`src/rtl/iboot_memif_arbiter_if.sv`:
```
// Request/response bundle between the iboot loader, the CPU request port,
// the SDRAM memory interface and the boot arbiter that sits between them.
interface iboot_memif_arbiter_if;
    // loader request port
    logic        iIBOOT_VALID;
    logic        iIBOOT_REQ_VALID;
    logic [3:0]  iIBOOT_REQ_DQM;
    logic        iIBOOT_REQ_RW;
    logic [24:0] iIBOOT_REQ_ADDR;
    logic [31:0] iIBOOT_REQ_DATA;
    logic        oIBOOT_REQ_LOCK;
    // CPU request port and read return
    logic        iCPU_REQ_VALID;
    logic [3:0]  iCPU_REQ_DQM;
    logic        iCPU_REQ_RW;
    logic [24:0] iCPU_REQ_ADDR;
    logic [31:0] iCPU_REQ_DATA;
    logic        oCPU_REQ_LOCK;
    logic        oCPU_RD_VALID;
    logic [31:0] oCPU_RD_DATA;
    // memory interface side
    logic        oMEM_REQ_VALID;
    logic [3:0]  oMEM_REQ_DQM;
    logic        oMEM_REQ_RW;
    logic [24:0] oMEM_REQ_ADDR;
    logic [31:0] oMEM_REQ_DATA;
    logic        iMEM_REQ_LOCK;
    logic        iMEM_RD_VALID;
    logic [31:0] iMEM_RD_DATA;
    // boot status
    logic        oBOOT_DONE;
    logic [21:0] oBOOT_WORDS;

    // arbiter side
    modport slave (
        input  iIBOOT_VALID, iIBOOT_REQ_VALID, iIBOOT_REQ_DQM, iIBOOT_REQ_RW,
               iIBOOT_REQ_ADDR, iIBOOT_REQ_DATA,
               iCPU_REQ_VALID, iCPU_REQ_DQM, iCPU_REQ_RW, iCPU_REQ_ADDR, iCPU_REQ_DATA,
               iMEM_REQ_LOCK, iMEM_RD_VALID, iMEM_RD_DATA,
        output oIBOOT_REQ_LOCK, oCPU_REQ_LOCK, oCPU_RD_VALID, oCPU_RD_DATA,
               oMEM_REQ_VALID, oMEM_REQ_DQM, oMEM_REQ_RW, oMEM_REQ_ADDR, oMEM_REQ_DATA,
               oBOOT_DONE, oBOOT_WORDS
    );

    // environment side (loader, CPU and memory models)
    modport master (
        output iIBOOT_VALID, iIBOOT_REQ_VALID, iIBOOT_REQ_DQM, iIBOOT_REQ_RW,
               iIBOOT_REQ_ADDR, iIBOOT_REQ_DATA,
               iCPU_REQ_VALID, iCPU_REQ_DQM, iCPU_REQ_RW, iCPU_REQ_ADDR, iCPU_REQ_DATA,
               iMEM_REQ_LOCK, iMEM_RD_VALID, iMEM_RD_DATA,
        input  oIBOOT_REQ_LOCK, oCPU_REQ_LOCK, oCPU_RD_VALID, oCPU_RD_DATA,
               oMEM_REQ_VALID, oMEM_REQ_DQM, oMEM_REQ_RW, oMEM_REQ_ADDR, oMEM_REQ_DATA,
               oBOOT_DONE, oBOOT_WORDS
    );
endinterface

```
`src/rtl/iboot_memif_arbiter.sv`:
```
// Boot-time memory arbiter: the iboot loader owns the request FIFO toward
// SDRAM until it finishes and the FIFO drains, after which the CPU owns it
// for good. Read returns are forwarded to the CPU only once it owns memory.
module iboot_memif_arbiter #(
    parameter int P_DEPTH   = 4,
    parameter int P_DEPTH_N = 2
) (
    input  logic                  iCLOCK,
    input  logic                  inRESET,
    input  logic                  iRESET_SYNC,
    iboot_memif_arbiter_if.slave  bus
);

    localparam int                ENTRY_W  = 62;
    localparam logic [P_DEPTH_N:0] FULL_CNT = (P_DEPTH_N + 1)'(P_DEPTH);

    typedef enum logic [1:0] {
        ST_BOOT  = 2'd0,
        ST_DRAIN = 2'd1,
        ST_RUN   = 2'd2
    } state_t;

    state_t                 state;
    state_t                 state_next;
    logic [P_DEPTH_N:0]     count;
    logic [P_DEPTH_N-1:0]   wr_ptr;
    logic [P_DEPTH_N-1:0]   rd_ptr;
    logic [ENTRY_W-1:0]     fifo_mem [P_DEPTH];
    logic [ENTRY_W-1:0]     push_entry;
    logic [ENTRY_W-1:0]     head;
    logic                   full;
    logic                   empty;
    logic                   push;
    logic                   pop;
    logic                   boot_push;
    logic                   iboot_lock;
    logic                   cpu_lock;
    logic [21:0]            boot_words;
    logic                   rd_valid;
    logic [31:0]            rd_data;

    assign full  = (count == FULL_CNT);
    assign empty = (count == '0);
    // Memory lock is the only thing that can stall a non-empty FIFO.
    assign pop   = !empty && !bus.iMEM_REQ_LOCK;

    // Ownership FSM: next state, source locks and push selection.
    always_comb begin
        state_next = state;
        iboot_lock = 1'b1;
        cpu_lock   = 1'b1;
        push       = 1'b0;
        boot_push  = 1'b0;
        push_entry = {bus.iIBOOT_REQ_DQM, bus.iIBOOT_REQ_RW,
                      bus.iIBOOT_REQ_ADDR, bus.iIBOOT_REQ_DATA};
        case (state)
            ST_BOOT: begin
                iboot_lock = full;
                push       = bus.iIBOOT_REQ_VALID && !full;
                boot_push  = push;
                if (!bus.iIBOOT_VALID) state_next = ST_DRAIN;
            end
            ST_DRAIN: begin
                if (empty) state_next = ST_RUN;
            end
            ST_RUN: begin
                cpu_lock   = full;
                push       = bus.iCPU_REQ_VALID && !full;
                push_entry = {bus.iCPU_REQ_DQM, bus.iCPU_REQ_RW,
                              bus.iCPU_REQ_ADDR, bus.iCPU_REQ_DATA};
            end
            default: state_next = ST_BOOT;
        endcase
    end

    // Ownership state register; either reset restarts the boot phase.
    always_ff @(posedge iCLOCK or negedge inRESET) begin
        if (!inRESET)         state <= ST_BOOT;
        else if (iRESET_SYNC) state <= ST_BOOT;
        else                  state <= state_next;
    end

    // FIFO occupancy and pointers; a reset flushes whatever is queued.
    always_ff @(posedge iCLOCK or negedge inRESET) begin
        if (!inRESET) begin
            count  <= '0;
            wr_ptr <= '0;
            rd_ptr <= '0;
        end else if (iRESET_SYNC) begin
            count  <= '0;
            wr_ptr <= '0;
            rd_ptr <= '0;
        end else begin
            if (push && !pop)      count <= count + 1'b1;
            else if (!push && pop) count <= count - 1'b1;
            if (push) wr_ptr <= wr_ptr + 1'b1;
            if (pop)  rd_ptr <= rd_ptr + 1'b1;
        end
    end

    // FIFO storage; contents are don't-care until written, so no reset.
    always_ff @(posedge iCLOCK) begin
        if (push) fifo_mem[wr_ptr] <= push_entry;
    end

    // Boot word counter; only loader pushes advance it, wrapping naturally.
    always_ff @(posedge iCLOCK or negedge inRESET) begin
        if (!inRESET)         boot_words <= '0;
        else if (iRESET_SYNC) boot_words <= '0;
        else if (boot_push)   boot_words <= boot_words + 1'b1;
    end

    // Read return register; returns arriving before the CPU owns memory are dropped.
    always_ff @(posedge iCLOCK or negedge inRESET) begin
        if (!inRESET) begin
            rd_valid <= 1'b0;
            rd_data  <= '0;
        end else if (iRESET_SYNC) begin
            rd_valid <= 1'b0;
            rd_data  <= '0;
        end else begin
            rd_valid <= bus.iMEM_RD_VALID && (state == ST_RUN);
            rd_data  <= bus.iMEM_RD_DATA;
        end
    end

    assign head               = fifo_mem[rd_ptr];
    assign bus.oMEM_REQ_VALID = pop;
    assign bus.oMEM_REQ_DQM   = head[61:58];
    assign bus.oMEM_REQ_RW    = head[57];
    assign bus.oMEM_REQ_ADDR  = head[56:32];
    assign bus.oMEM_REQ_DATA  = head[31:0];
    assign bus.oIBOOT_REQ_LOCK = iboot_lock;
    assign bus.oCPU_REQ_LOCK   = cpu_lock;
    assign bus.oCPU_RD_VALID   = rd_valid;
    assign bus.oCPU_RD_DATA    = rd_data;
    assign bus.oBOOT_DONE      = (state == ST_RUN);
    assign bus.oBOOT_WORDS     = boot_words;

endmodule

```
`src/flat_wrapper.sv`:
```
// flat-port wrapper written by rule: the top's interface ports become plain ports
module iboot_memif_arbiter_flat 
#(
    parameter int P_DEPTH   = 4,
    parameter int P_DEPTH_N = 2
)
  (iCLOCK, inRESET, iRESET_SYNC, bus_iIBOOT_VALID, bus_iIBOOT_REQ_VALID, bus_iIBOOT_REQ_DQM, bus_iIBOOT_REQ_RW, bus_iIBOOT_REQ_ADDR, bus_iIBOOT_REQ_DATA, bus_iCPU_REQ_VALID, bus_iCPU_REQ_DQM, bus_iCPU_REQ_RW, bus_iCPU_REQ_ADDR, bus_iCPU_REQ_DATA, bus_iMEM_REQ_LOCK, bus_iMEM_RD_VALID, bus_iMEM_RD_DATA, bus_oIBOOT_REQ_LOCK, bus_oCPU_REQ_LOCK, bus_oCPU_RD_VALID, bus_oCPU_RD_DATA, bus_oMEM_REQ_VALID, bus_oMEM_REQ_DQM, bus_oMEM_REQ_RW, bus_oMEM_REQ_ADDR, bus_oMEM_REQ_DATA, bus_oBOOT_DONE, bus_oBOOT_WORDS);
  iboot_memif_arbiter_if bus_i ();
  input  logic iCLOCK;
  input  logic inRESET;
  input  logic iRESET_SYNC;
  input wire logic [$bits(bus_i.iIBOOT_VALID)-1:0] bus_iIBOOT_VALID;
  input wire logic [$bits(bus_i.iIBOOT_REQ_VALID)-1:0] bus_iIBOOT_REQ_VALID;
  input wire logic [$bits(bus_i.iIBOOT_REQ_DQM)-1:0] bus_iIBOOT_REQ_DQM;
  input wire logic [$bits(bus_i.iIBOOT_REQ_RW)-1:0] bus_iIBOOT_REQ_RW;
  input wire logic [$bits(bus_i.iIBOOT_REQ_ADDR)-1:0] bus_iIBOOT_REQ_ADDR;
  input wire logic [$bits(bus_i.iIBOOT_REQ_DATA)-1:0] bus_iIBOOT_REQ_DATA;
  input wire logic [$bits(bus_i.iCPU_REQ_VALID)-1:0] bus_iCPU_REQ_VALID;
  input wire logic [$bits(bus_i.iCPU_REQ_DQM)-1:0] bus_iCPU_REQ_DQM;
  input wire logic [$bits(bus_i.iCPU_REQ_RW)-1:0] bus_iCPU_REQ_RW;
  input wire logic [$bits(bus_i.iCPU_REQ_ADDR)-1:0] bus_iCPU_REQ_ADDR;
  input wire logic [$bits(bus_i.iCPU_REQ_DATA)-1:0] bus_iCPU_REQ_DATA;
  input wire logic [$bits(bus_i.iMEM_REQ_LOCK)-1:0] bus_iMEM_REQ_LOCK;
  input wire logic [$bits(bus_i.iMEM_RD_VALID)-1:0] bus_iMEM_RD_VALID;
  input wire logic [$bits(bus_i.iMEM_RD_DATA)-1:0] bus_iMEM_RD_DATA;
  output wire logic [$bits(bus_i.oIBOOT_REQ_LOCK)-1:0] bus_oIBOOT_REQ_LOCK;
  output wire logic [$bits(bus_i.oCPU_REQ_LOCK)-1:0] bus_oCPU_REQ_LOCK;
  output wire logic [$bits(bus_i.oCPU_RD_VALID)-1:0] bus_oCPU_RD_VALID;
  output wire logic [$bits(bus_i.oCPU_RD_DATA)-1:0] bus_oCPU_RD_DATA;
  output wire logic [$bits(bus_i.oMEM_REQ_VALID)-1:0] bus_oMEM_REQ_VALID;
  output wire logic [$bits(bus_i.oMEM_REQ_DQM)-1:0] bus_oMEM_REQ_DQM;
  output wire logic [$bits(bus_i.oMEM_REQ_RW)-1:0] bus_oMEM_REQ_RW;
  output wire logic [$bits(bus_i.oMEM_REQ_ADDR)-1:0] bus_oMEM_REQ_ADDR;
  output wire logic [$bits(bus_i.oMEM_REQ_DATA)-1:0] bus_oMEM_REQ_DATA;
  output wire logic [$bits(bus_i.oBOOT_DONE)-1:0] bus_oBOOT_DONE;
  output wire logic [$bits(bus_i.oBOOT_WORDS)-1:0] bus_oBOOT_WORDS;
  assign bus_i.iIBOOT_VALID = bus_iIBOOT_VALID;
  assign bus_i.iIBOOT_REQ_VALID = bus_iIBOOT_REQ_VALID;
  assign bus_i.iIBOOT_REQ_DQM = bus_iIBOOT_REQ_DQM;
  assign bus_i.iIBOOT_REQ_RW = bus_iIBOOT_REQ_RW;
  assign bus_i.iIBOOT_REQ_ADDR = bus_iIBOOT_REQ_ADDR;
  assign bus_i.iIBOOT_REQ_DATA = bus_iIBOOT_REQ_DATA;
  assign bus_i.iCPU_REQ_VALID = bus_iCPU_REQ_VALID;
  assign bus_i.iCPU_REQ_DQM = bus_iCPU_REQ_DQM;
  assign bus_i.iCPU_REQ_RW = bus_iCPU_REQ_RW;
  assign bus_i.iCPU_REQ_ADDR = bus_iCPU_REQ_ADDR;
  assign bus_i.iCPU_REQ_DATA = bus_iCPU_REQ_DATA;
  assign bus_i.iMEM_REQ_LOCK = bus_iMEM_REQ_LOCK;
  assign bus_i.iMEM_RD_VALID = bus_iMEM_RD_VALID;
  assign bus_i.iMEM_RD_DATA = bus_iMEM_RD_DATA;
  assign bus_oIBOOT_REQ_LOCK = bus_i.oIBOOT_REQ_LOCK;
  assign bus_oCPU_REQ_LOCK = bus_i.oCPU_REQ_LOCK;
  assign bus_oCPU_RD_VALID = bus_i.oCPU_RD_VALID;
  assign bus_oCPU_RD_DATA = bus_i.oCPU_RD_DATA;
  assign bus_oMEM_REQ_VALID = bus_i.oMEM_REQ_VALID;
  assign bus_oMEM_REQ_DQM = bus_i.oMEM_REQ_DQM;
  assign bus_oMEM_REQ_RW = bus_i.oMEM_REQ_RW;
  assign bus_oMEM_REQ_ADDR = bus_i.oMEM_REQ_ADDR;
  assign bus_oMEM_REQ_DATA = bus_i.oMEM_REQ_DATA;
  assign bus_oBOOT_DONE = bus_i.oBOOT_DONE;
  assign bus_oBOOT_WORDS = bus_i.oBOOT_WORDS;
  iboot_memif_arbiter #(.P_DEPTH(P_DEPTH), .P_DEPTH_N(P_DEPTH_N)) u_core (.iCLOCK(iCLOCK), .inRESET(inRESET), .iRESET_SYNC(iRESET_SYNC), .bus(bus_i));
endmodule
```
`config.mk`:
```
export PLATFORM = sky130hd
export DESIGN_NAME = iboot_memif_arbiter_flat
export DESIGN_NICKNAME = d
export VERILOG_FILES = /design/src/rtl/iboot_memif_arbiter_if.sv /design/src/rtl/iboot_memif_arbiter.sv /design/src/flat_wrapper.sv
export SDC_FILE = /design/constraint.sdc
export NUM_CORES = 1
export LEC_CHECK = 0
export ABC_AREA = 1
export CELL_PAD_IN_SITES_DETAIL_PLACEMENT = 1
export CELL_PAD_IN_SITES_GLOBAL_PLACEMENT = 2
export CORE_MARGIN = 5
export CORE_UTILIZATION = 35
export DETAILED_ROUTE_END_ITERATION = 10
export PLACE_DENSITY = 0.89
export SLEW_MARGIN = 20
export SYNTH_ARGS = -nofsm -noshare
export SYNTH_HDL_FRONTEND = slang
export SYNTH_SLANG_ARGS = --single-unit
```
`constraint.sdc`:
```
create_clock -name iCLOCK -period 6.9 [get_ports iCLOCK]
set_clock_uncertainty 0.05 [all_clocks]
set_input_delay 1.035 -clock iCLOCK [delete_from_list [all_inputs] [get_ports iCLOCK]]
set_output_delay 1.035 -clock iCLOCK [all_outputs]
set_load 0.02 [all_outputs]
```
* Word-level counts from Yosys, hierarchy flattened
Memories as Yosys holds them, arrays and structs flattened.
Index checks and enable logic that the tools add are counted.
** Cells by class
- $add $sub $neg :: 5
- Equality and inequality tests :: 6
- Mux-type cells :: 22
- Reduce and logical (&&, ||, !) cells :: 18
** Operators by type and width (count)
- two-way mux 62 bit :: 1
- two-way mux 22 bit :: 2
- two-way mux 32 bit :: 1
- adder 22 x 1 -> 22 bit, second input constant :: 1
- two-way mux 2 bit :: 7
- two-way mux 3 bit :: 3
- logical AND 1 bit :: 6
- two-way mux 1 bit :: 6
- case mux 2 bit (3 select lines) :: 1
- nonzero test 2 bit :: 3
- logical NOT 1 bit :: 5
- adder 2 x 1 -> 2 bit, second input constant :: 2
- adder 3 x 1 -> 3 bit, second input constant :: 1
- == test 3 bit, second input constant :: 1
- logical NOT 3 bit :: 1
- inequality test 3 x 2 -> 1 bit, second input constant :: 1
- inequality test 3 bit, second input constant :: 1
- AND reduction 3 bit :: 1
- nonzero test 3 bit :: 1
- subtractor 3 x 1 -> 3 bit, second input constant :: 1
- == test 2 x 1 -> 1 bit, second input constant :: 1
- == test 2 bit, second input constant :: 1
- logical NOT 2 bit :: 1
- inequality test 2 bit, second input constant :: 1
- case mux 1 bit (2 select lines) :: 1
** Storage, ports and cells
- Register bits :: 64
- Bits in writable memories :: 248
- Input port bits :: 164
- Output and inout port bits :: 121
- Logic and storage cells :: 59
- Memories kept :: 1
** Memory list
- u_core.fifo_mem :: words 4, bits a word 62, rd ports 1, clocked after Yosys merged registers in 0, write ports 1, line iboot_memif_arbiter.sv:28 : logic [ENTRY_W-1:0] fifo_mem [P_DEPTH];

* Depth between registers and ports, before layout
- Word-level depth :: 9
- Depth in mapped cells :: 11

* Least setup slack after synthesis
OpenSTA, ideal clock, no wires.
- Path kind :: input -> register
- Start point :: in bus_iIBOOT_REQ_VALID
- End point :: mem u_core.fifo_mem[0][0], enable pin
- Library setup time :: 0.482 ns
- Data arrival time :: 3.945 ns
- Setup slack :: 2.423 ns
- Cell stages on the path :: 4
- Buffers on the path :: 0
- Path through :: nand3_4 > nand2_4 > inv_2 > nor2_1
** Between the ends
- Word-level cells in the longest chain between the ends :: 4
** Ends and longest elaborated chain
- start, declared :: line flat_wrapper.sv:13 : input wire logic [$bits(bus_i.iIBOOT_REQ_VALID)-1:0] bus_iIBOOT_REQ_VALID;
- logical AND 1 bit :: line iboot_memif_arbiter.sv:59 : push = bus.iIBOOT_REQ_VALID && !full;
- case mux 1 bit (2 select lines) :: line iboot_memif_arbiter.sv:56 : case (state)
- two-way mux 1 bit :: line iboot_memif_arbiter.sv:103 : if (push) fifo_mem[wr_ptr] <= push_entry;
- two-way mux 1 bit (implied by the code) :: line iboot_memif_arbiter.sv:103
- end, declared :: line iboot_memif_arbiter.sv:28
No other way between the ends.

* Worst setup path in the final report
- Start point :: reg u_core.rd_ptr[0]
- End point :: out bus_oMEM_REQ_ADDR[12]
** Between the ends
- Word-level cells in the longest chain between the ends :: 1
** Ends and longest elaborated chain
- start, declared :: line iboot_memif_arbiter.sv:27 : logic [P_DEPTH_N-1:0] rd_ptr;
- start signal, assigned :: line iboot_memif_arbiter.sv:97 : if (pop) rd_ptr <= rd_ptr + 1'b1;
- memory (4 x 62 bit)
- end, declared :: line flat_wrapper.sv:33 : output wire logic [$bits(bus_i.oMEM_REQ_ADDR)-1:0] bus_oMEM_REQ_ADDR;
No other way between the ends.

==> impl_metrics.env <==
export IMPL_avgViaCountPerCell=4.96
export IMPL_synth_top_cell_by_area="edfxtp_1"
export IMPL_post_synth_top_count_cell="nand2_1"
export IMPL_period_needed_ns=4.40
export IMPL_dr_first_iter_drc_count=484
export IMPL_cts_sinks=312
export IMPL_p_total_w=0.00674
export IMPL_async_flop_share_pct=20.5
export IMPL_p_leak_nw=6.57
export IMPL_tightest_slew_ns=1.04
export IMPL_slew_headroom_pct=30.4
export IMPL_dieWidth_microns=202
export IMPL_cp_start_kind="flip-flop"
export IMPL_yosysWarnings=0
export IMPL_endpoint_kind="output port"
export IMPL_antenna_found_initial=4
export IMPL_drive_above_1_share_pct=6.76
export IMPL_post_route_period_util_pct=63.7
export IMPL_fmax_mhz=227
export IMPL_htree_levels=2
export IMPL_cts_hold_fix_buffers=0
export IMPL_synth_area_leaders="edfxtp_1, dfrtp_1, nand2_1"
export IMPL_clock_latency_ns=0.50
export IMPL_maxCapViolations=0
export IMPL_report_final_hold_viol_count=0
export IMPL_grt_pass1_wl_mm=58.4
export IMPL_rows=70
export IMPL_synthCells=1182
export IMPL_grt_overflow=0
export IMPL_tns_ns=0
export IMPL_drc=0
export IMPL_ys_seq_area_share_pct=69.9
export IMPL_core_sq_um=36500
export IMPL_grt_usage_pct=17.7
export IMPL_syn_area_sq_um=12900
export IMPL_area_delta_synth_final_pct=33.8
export IMPL_crit_type="flip-flop to output port"
export IMPL_fp_dieH_microns=202
export IMPL_gp_congestion=0.748
export IMPL_hpwl_mm=23.5
export IMPL_outcome="finished, final reports clean"
export IMPL_cp_arrival_ns=3.31
export IMPL_start_util_pct=35.4
export IMPL_port_buffers=284
export IMPL_holdCritPathClass="flip-flop to flip-flop"
export IMPL_cts_setup_buffers=0
export IMPL_fin_nets=1623
export IMPL_crit_path_max_fanout=85
export IMPL_cts_buffers=35
export IMPL_drtPass1Iterations=4
export IMPL_grt_max_degree=103
export IMPL_synth_edf_count=248
export IMPL_cts_root_buf="clkbuf_16"
export IMPL_clk_pin_slew_ns=0.06
export IMPL_ioPinCount=285
export IMPL_avgSynthCellArea_sq_um=11.0
export IMPL_cts_tree="done"
export IMPL_crit_required_ns=5.81
export IMPL_dieArea_sq_um=40900
export IMPL_p_per_area_nw_per_um2=389
export IMPL_fill_cells=3960
export IMPL_report_final_slew_viol_count=0
export IMPL_ant_nets=0
export IMPL_routed_wl_mm=36.7
export IMPL_finalSetupViolCount=0
export IMPL_post_drt_wl_per_cell_microns=18.8
export IMPL_ys_ff_latch=312
export IMPL_worst_ir_drop_vdd_v=0.000175
export IMPL_netlist_top_cells_count="nand2_1, edfxtp_1, nor2_1"
export IMPL_synth_main_ff_cell="edfxtp_1"
export IMPL_grt_pass1_vias=10700
export IMPL_netlist_area_leader_share_pct=57.5
export IMPL_num_vias=9669
export IMPL_rsz0062_at_grt="no"
export IMPL_syn_num_nets=1352
export IMPL_synth_cell_types=34
export IMPL_cts_repair_resized=0
export IMPL_cts_buffer_depth=3
through the flow:
| step | hold WS [ns] | area (sq um) | instances | utilization (%) | setup WS (ns) |
|---|---|---|---|---|---|
| CTS | 0.525 | 17300 | 1947 | 47.4 | 2.41 |
| floorplan | 0.521 | 12900 | 1182 | - | 2.42 |
| global route | 0.553 | 17300 | 1947 | 47.4 | 2.23 |
| finish | 0.525 | 17300 | 1949 | 47.4 | 2.50 |
| detailed placement | 0.515 | 16200 | 1884 | 44.5 | 2.97 |
| global placement | 0.505 | 16200 | 1884 | 44.5 | 3.02 |
metal layers:
layer,share of wire [%],up-vias,GRT usage (%)
li1,-,4603,-
met1,42,4744,21.7
met2,48,255,30.5
met3,7.1,61,5.41
met4,2.2,6,4.44
met5,0.11,-,0
flip-flops by register name, indices dropped and copies added, names as in the netlist:
| signal | count |
|---|---|
| u_core.count | 3 |
| u_core.state | 2 |
| u_core.bus.oBOOT_WORDS | 22 |
| u_core.fifo_mem | 248 |
| u_core.rd_ptr | 2 |
| u_core.bus.oCPU_RD_VALID | 1 |
| u_core.bus.oCPU_RD_DATA | 32 |
| u_core.wr_ptr | 2 |
final cells by class:
cell class	instances	area, sq um	share of cell area, %
Antenna cell	2	5.00	0.0289
Clock buffer	41	898	5.18
Clock inverter	22	185	1.07
Inverter	73	279	1.61
Multi-Input combinational cell	736	3400	19.6
Sequential cell	312	9050	52.2
Tap cell	468	586	3.38
Timing Repair Buffer	295	2920	16.9
path summary, 6_finish.rpt:
path / from / to / slack (ns) / cells past startpoint
worst max-delay path: u_core.rd_ptr[0] / bus_oMEM_REQ_ADDR[12] / 2.50 / 5
worst min-delay path: u_core.bus.oBOOT_WORDS[12] / u_core.bus.oBOOT_WORDS[12] / 0.53 / 2
worst max register to register: u_core.state[1] / u_core.fifo_mem[0][2] / 3.60 / 8
worst min register to register: u_core.bus.oBOOT_WORDS[12] / u_core.bus.oBOOT_WORDS[12] / 0.53 / 2
max in group asynchronous: inRESET / u_core.rd_ptr[0] / 5.47 / 2
min in group asynchronous: inRESET / u_core.bus.oBOOT_WORDS[14] / 0.67 / 2
cell families (layout without fill, tap and decap cells):
| group | Yosys count | count (layout) | synth area share (%) |
|---|---|---|---|
| other | 0 | 2 | 0 |
| AND/OR/NAND/NOR | 512 | 512 | 16.1 |
| XOR/XNOR | 2 | 2 | 0.135 |
| buffers and inverters | 134 | 431 | 4.07 |
| flip-flops | 312 | 312 | 69.9 |
| adder cells (fa/ha/maj) | 6 | 6 | 0.638 |
| AO/OA/AOI/OAI | 216 | 216 | 9.17 |
report_power, final:
part / total (W) / leakage [nW] / switching, W / internal (W)
Clock: 0.00176 / 0.543 / 0.000741 / 0.00102
Sequential: 0.00270 / 3.11 / 0.000115 / 0.00259
Combinational: 0.00227 / 2.91 / 0.00149 / 0.000783
cell usage in the layout (no fill, tap or decap), drive strengths merged, types with 16 or more instances in the layout:
| cell | n |
|---|---|
| dfrtp | 64 |
| nor2 | 198 |
| edfxtp | 248 |
| clkdlybuf4s50 | 283 |
| o21ai | 138 |
| inv | 77 |
| clkinv | 16 |
| nand3 | 23 |
| o22ai | 62 |
| clkbuf | 41 |
| nand2 | 267 |
worst max-delay path, stage by stage (launching register included):
cell and delay, ns:
dfrtp_4 0.60, inv_4 0.64, buf_4 0.49, o21ai_0 0.16, o22ai_1 0.21, clkdlybuf4s50_1 0.65
(Power assumes the default switching activity.)
